==> src/rtl/pic_pkg.sv <==
// Shared types and bit positions for the 8259A-style PIC bus/command front-end.
// Optional poll support is enabled by defining PIC_POLL_EN.
package pic_pkg;

    typedef enum logic [2:0] {
        WAIT_ICW1,
        ICW2,
        ICW3,
        ICW4,
        READY
    } pic_state_e;

    // ICW1 bit positions
    localparam int ICW1_IC4  = 0;
    localparam int ICW1_SNGL = 1;
    localparam int ICW1_ID   = 4;

    // OCW3 bit positions
    localparam int OCW3_RIS  = 0;
    localparam int OCW3_RR   = 1;
    localparam int OCW3_P    = 2;
    localparam int OCW3_SMM  = 5;
    localparam int OCW3_ESMM = 6;

    // Poll response: {I, 4'b0, level}. IR0 is the highest priority.
    function automatic logic [7:0] poll_word(input logic [7:0] pend);
        logic [7:0] w;
        w = 8'h00;
        for (int i = 7; i >= 0; i--) begin
            if (pend[i]) w = {1'b1, 4'b0000, 3'(i)};
        end
        return w;
    endfunction

endpackage

==> src/rtl/pic_bus_sync.sv <==
// Falling-edge detection of the CPU write/read strobes, sampled on clk.
// Each strobe pulses for exactly one cycle per falling edge.
module pic_bus_sync (
    input  logic clk,
    input  logic rst_n,
    input  logic wr_n,
    input  logic rd_n,
    output logic wr_stb,
    output logic rd_stb
);

    logic wr_n_q;
    logic rd_n_q;

    // NOTE: sequential state uses non-blocking assignments so every flop samples pre-edge values.
    always_ff @(posedge clk or negedge rst_n) begin
        if (!rst_n) begin
            wr_n_q <= 1'b1;
            rd_n_q <= 1'b1;
        end else begin
            wr_n_q <= wr_n;
            rd_n_q <= rd_n;
        end
    end

    assign wr_stb = wr_n_q & ~wr_n;
    assign rd_stb = rd_n_q & ~rd_n;

endmodule

==> src/rtl/pic_bus_ctrl.sv <==
// 8259A-style PIC bus front-end: ICW1..ICW4 init FSM, OCW1..3 decode and read-back/vector bus.
// Define PIC_POLL_EN to add OCW3 poll-command support.
module pic_bus_ctrl
    import pic_pkg::*;
#(
    parameter int NUM_IRQ = 8,
    parameter int VEC_W   = 8
) (
    input  logic               clk,
    input  logic               rst_n,
    input  logic               cs_n,
    input  logic               wr_n,
    input  logic               rd_n,
    input  logic               a0,
    input  logic [7:0]         din,
    input  logic [NUM_IRQ-1:0] irr,
    input  logic [NUM_IRQ-1:0] isr,
    input  logic               iv_valid,
    input  logic [VEC_W-1:0]   iv_data,
    output logic [7:0]         dout,
    output logic               dout_oe,
    output logic               init_done,
    output logic [7:0]         icw1_q,
    output logic [7:0]         icw2_q,
    output logic [7:0]         icw3_q,
    output logic [7:0]         icw4_q,
    output logic [NUM_IRQ-1:0] imr,
    output logic [7:0]         ocw2_q,
    output logic               ocw2_stb,
    output logic               rd_sel_isr,
    output logic               smm
);

    pic_state_e state_q;
    logic       wr_stb;
    logic       rd_stb;
    logic       wr_acc;
    logic       icw1_cmd;
    logic [7:0] dout_d;
`ifdef PIC_POLL_EN
    logic       poll_q;
`endif

    pic_bus_sync u_sync (
        .clk    (clk),
        .rst_n  (rst_n),
        .wr_n   (wr_n),
        .rd_n   (rd_n),
        .wr_stb (wr_stb),
        .rd_stb (rd_stb)
    );

    assign wr_acc   = wr_stb & ~cs_n;
    assign icw1_cmd = wr_acc & ~a0 & din[ICW1_ID];

    // Read data is captured once per rd_n fall from pre-write register values; a vector always wins.
    always_comb begin
        dout_d = dout;
        if (iv_valid) begin
            dout_d = 8'(iv_data);
        end else if (rd_stb && !cs_n) begin
            if (a0) dout_d = 8'(imr);
`ifdef PIC_POLL_EN
            else if (poll_q) dout_d = poll_word(8'(irr & ~imr));
`endif
            else if (rd_sel_isr) dout_d = 8'(isr);
            else dout_d = 8'(irr);
        end
    end

    always_ff @(posedge clk or negedge rst_n) begin
        if (!rst_n) begin
            state_q    <= WAIT_ICW1;
            icw1_q     <= 8'h00;
            icw2_q     <= 8'h00;
            icw3_q     <= 8'h00;
            icw4_q     <= 8'h00;
            imr        <= '0;
            ocw2_q     <= 8'h00;
            ocw2_stb   <= 1'b0;
            rd_sel_isr <= 1'b0;
            smm        <= 1'b0;
            init_done  <= 1'b0;
            dout       <= 8'h00;
            dout_oe    <= 1'b0;
`ifdef PIC_POLL_EN
            poll_q     <= 1'b0;
`endif
        end else begin
            dout     <= dout_d;
            dout_oe  <= (~cs_n & ~rd_n) | iv_valid;
            ocw2_stb <= 1'b0;
`ifdef PIC_POLL_EN
            if (rd_stb && !cs_n && !iv_valid && !a0) poll_q <= 1'b0;
`endif
            if (icw1_cmd) begin
                state_q    <= ICW2;
                icw1_q     <= din;
                imr        <= '0;
                smm        <= 1'b0;
                rd_sel_isr <= 1'b0;
                init_done  <= 1'b0;
                if (!din[ICW1_IC4]) icw4_q <= 8'h00;
`ifdef PIC_POLL_EN
                poll_q     <= 1'b0;
`endif
            end else if (wr_acc && a0) begin
                case (state_q)
                    ICW2: begin
                        icw2_q <= din;
                        if (!icw1_q[ICW1_SNGL]) begin
                            state_q <= ICW3;
                        end else if (icw1_q[ICW1_IC4]) begin
                            state_q <= ICW4;
                        end else begin
                            state_q   <= READY;
                            init_done <= 1'b1;
                        end
                    end
                    ICW3: begin
                        icw3_q <= din;
                        if (icw1_q[ICW1_IC4]) begin
                            state_q <= ICW4;
                        end else begin
                            state_q   <= READY;
                            init_done <= 1'b1;
                        end
                    end
                    ICW4: begin
                        icw4_q    <= din;
                        state_q   <= READY;
                        init_done <= 1'b1;
                    end
                    READY:   imr <= din[NUM_IRQ-1:0];
                    default: ;
                endcase
            end else if (wr_acc && state_q == READY) begin
                // Here a0=0 and din[4]=0, so din[3] alone separates OCW2 from OCW3.
                if (!din[3]) begin
                    ocw2_q   <= din;
                    ocw2_stb <= 1'b1;
                end else begin
                    if (din[OCW3_RR])   rd_sel_isr <= din[OCW3_RIS];
                    if (din[OCW3_ESMM]) smm        <= din[OCW3_SMM];
`ifdef PIC_POLL_EN
                    if (din[OCW3_P])    poll_q     <= 1'b1;
`endif
                end
            end
        end
    end

endmodule

==> config.mk <==
export PLATFORM = sky130hd
export DESIGN_NAME = pic_bus_ctrl
export DESIGN_NICKNAME = d
export VERILOG_FILES = /design/src/rtl/pic_pkg.sv /design/src/rtl/pic_bus_sync.sv /design/src/rtl/pic_bus_ctrl.sv
export SDC_FILE = /design/constraint.sdc
export NUM_CORES = 1
export LEC_CHECK = 0
export ABC_AREA = 1
export CAP_MARGIN = 40
export CORE_MARGIN = 1
export CORE_UTILIZATION = 55
export DETAILED_ROUTE_END_ITERATION = 10
export DONT_BUFFER_PORTS = 1
export PLACE_DENSITY = 0.7
export SETUP_SLACK_MARGIN = 0.4
export SLEW_MARGIN = 0
export SYNTH_ARGS = -nofsm -noshare
export SYNTH_HDL_FRONTEND = slang
export SYNTH_SLANG_ARGS = --single-unit
==> constraint.sdc <==
create_clock -name clk -period 1.7 [get_ports clk]
set_clock_uncertainty 0.15 [all_clocks]
set_input_delay 0.34 -clock clk [delete_from_list [all_inputs] [get_ports clk]]
set_output_delay 0.34 -clock clk [all_outputs]
set_load 0.02 [all_outputs]
==> results.ini <==
[synth]
ys_types = 29
synth_common_cells = nand2_1, dfrtp_1, inv_1
ys.warnings.count = 0
synth_area_leaders = dfrtp_1, nand2_1, o21ai_0, a21oi_1, inv_1
ys.flop_type = dfrtp_1
syn_inst = 331
synth_nets = 370
ys_ff_latch = 65
avgSynthCellArea_sq_um = 9.01
synth_top_area_frac = 0.529
synth-seq-area-share = 0.546
synth_edf_count = 0
async_reset_ff_frac = 1.00
synth_area_leader_cell = dfrtp_1
yosysMostFrequentCell = nand2_1
synth_area_sq_um = 2980

[routing]
drt-pass1-iter-count = 4
routed.top_layer = met4
routed_wl_mm = 8.28
drcViolationCount = 0
num_vias = 2520
wl_met3_microns = 695
route.layer.met1.wl_mm = 3.27
first_iter_violations = 157
avgViaCountPerCell = 5.71
wl_per_cell_microns = 18.8
met2_wirelength_mm = 4.17
ant_nets = 0

[clock_network]
cts_buffer_depth = 2
cts_buffers = 9
h-tree-depth = 3
root_buffer = clkbuf_8
postCtsHoldBufs = 8
clk_pin_slew_ps = 70
cts_tree = yes
clk_latency_ps = 340
clock_sinks = 65

[critical_path]
cp_slowest_cell = dfstp_2
path_cells = nand2_2, nor2_4, nand2_4, nor2_4, nor2_2, buf_6, nand2_2, o21ai_2
cp.arrival_ps = 1650
rr_worst_depth = 8
cp_slowest_stage_delay_ps = 600
critical-path-top-delay-family = flip-flops
ff2ff_setup_slack_ps = 130
crit_required_ps = 1780
start_kind = register
critPathBufInv = 1
worstSetupPathType = reg -> reg
cp_max_fo = 6
worst-path-stages = 8
cp-end-kind = register

[layout]
stdcell_count = 441
layout-drive-gt1-share = 0.571
antennaDiodeCount = 0
layout.nets = 405
syn_to_final_growth_pct = 34.7

[grt]
grt_max_degree = 66
grt_pass1_wl_mm = 11.2
track_usage = 0.277
antenna_found_initial = 0
grt_pass1_vias = 2268
grt_remaining_overflow = 0

[floorplan]
die_w_microns = 75.6
io_pins = 100
start_util = 0.576
die_height_microns = 75.6
core-area_sq_um = 5170
std_cell_rows = 26
die_area_sq_um = 5720

[sta]
maxSlewViolCount = 0
fmax_ghz = 0.638
rsz0062_at_grt = true
layout_min_cycle_time_ps = 1570
final_hold_viol_count = 65
fin_crit_sh = 0.922
whs_ps = -464
fin_tns_setup_ps = 0
setup_viol_count_final = 0

[hold_path]
hold_path.class = in -> async

[place]
dp.cells = 396
place.gp.congestion = 0.881
dp_hpwl_mm = 4.79
port-buffer-count = 0

[power_and_ir_drop]
ir_drop_mv = 0.793
p_leak_nw = 1.82
p_per_area_nw_per_um2 = 1390
power.total_mw = 5.58

[status]
violations = hold timing
status = finished with violations

[flow_run]
drv_cap = 0

[metrics by stage]
stage               area [sq um]  setup WS, ps  utilization
CTS                         3780           130        0.730
detailed placement          3120          76.0        0.604
global placement            3120           110        0.604
global route                4020          85.9        0.776
floorplan                   3100           175            -
finish                      4020           133        0.776
[worst reg2reg max path: stages, from the launching register on]
cell and delay, ps:
dfstp_2 600, nand2_2 80, nor2_4 110, nand2_4 80, nor2_4 120, nor2_2 70
buf_6 140, nand2_2 60, o21ai_2 50
[cells by family (layout without fill, tap and decap cells)]
logic type             after synthesis  count (layout)  share of synthesized area
AO/OA/AOI/OAI                       76              77                      0.151
buffers and inverters               49              85                     0.0831
AND/OR/NAND/NOR                    140             143                      0.218
flip-flops                          65              65                      0.546
other                                1               1                    0.00126
[repair_timing]
action / 4_1_cts / 5_1_grt
setup buffers: 9 / 5
endpoints found under the hold margin: 78 / 65
gates resized for setup: 114 / 65
pin swaps: 15 / 17
cloned: 5 / 2
setup endpoints to repair: 103 / 110
[state kept, by name (all words and copies together) (netlist names)]
signal / count
dout: 8
dout_oe: 1
icw1_q: 8
icw2_q: 8
icw3_q: 8
icw4_q: 8
imr: 8
init_done: 1
ocw2_q: 7
ocw2_stb: 1
rd_sel_isr: 1
smm: 1
state_q: 3
u_sync.rd_n_q: 1
u_sync.wr_n_q: 1
[where the power goes]
group          total (mW)  leakage [nW]  internal [mW]  switching [mW]
clock network        1.37         0.107          0.797           0.577
logic                1.22         0.964          0.551           0.670
registers            2.98         0.746           2.06           0.927
[routing by layer]
metal	GRT usage	vias to the layer above
li1	-	1152
met5	0	-
met1	0.373	1235
met4	0.123	0
met2	0.428	118
met3	0.0688	15
[cell usage in the layout, fill, tap and decap left out, types with 3 or more instances in the layout]
cell type | netlist | routed
dfrtp_2 | 0 | 58
nand2_8 | 0 | 4
dfrtp_1 | 63 | 4
nor2_4 | 2 | 8
buf_12 | 1 | 3
o21ai_0 | 26 | 3
nor2_2 | 5 | 3
clkbuf_8 | 0 | 12
o21ai_1 | 4 | 12
buf_6 | 5 | 12
o21ai_4 | 0 | 3
a21oi_2 | 4 | 17
inv_4 | 0 | 3
nand2_1 | 77 | 48
dlygate4sd3_1 | 0 | 7
buf_4 | 1 | 10
nand2_4 | 0 | 8
nor2_1 | 29 | 25
nand3_2 | 0 | 5
o21ai_2 | 9 | 22
o211ai_1 | 8 | 8
inv_1 | 30 | 26
inv_2 | 5 | 5
nand2_2 | 4 | 23
nand3_1 | 15 | 10
a21oi_1 | 24 | 11
[worst paths after layout]
| check | startpoint | endpoint |
|---|---|---|
| worst min-delay path | rst_n | icw2_q[4] |
| worst min register to register | dout[3] | dout[3] |
| max in group asynchronous | rst_n | u_sync.wr_n_q |
| worst max register to register | u_sync.wr_n_q | imr[0] |
| worst max-delay path | u_sync.wr_n_q | imr[0] |
| min in group clk | din[0] | icw1_q[0] |
[final cells by class]
class                      instances  area (sq um)
clock buffer                      14           173
tap                               70          87.6
multi-input combinational        221          1500
sequential                        65          1710
fill                             322          1160
clock inverter                     2          35.0
inverter                          35           146
timing repair buffer              34           368
Note: power is estimated with default switching activity, not from simulation.
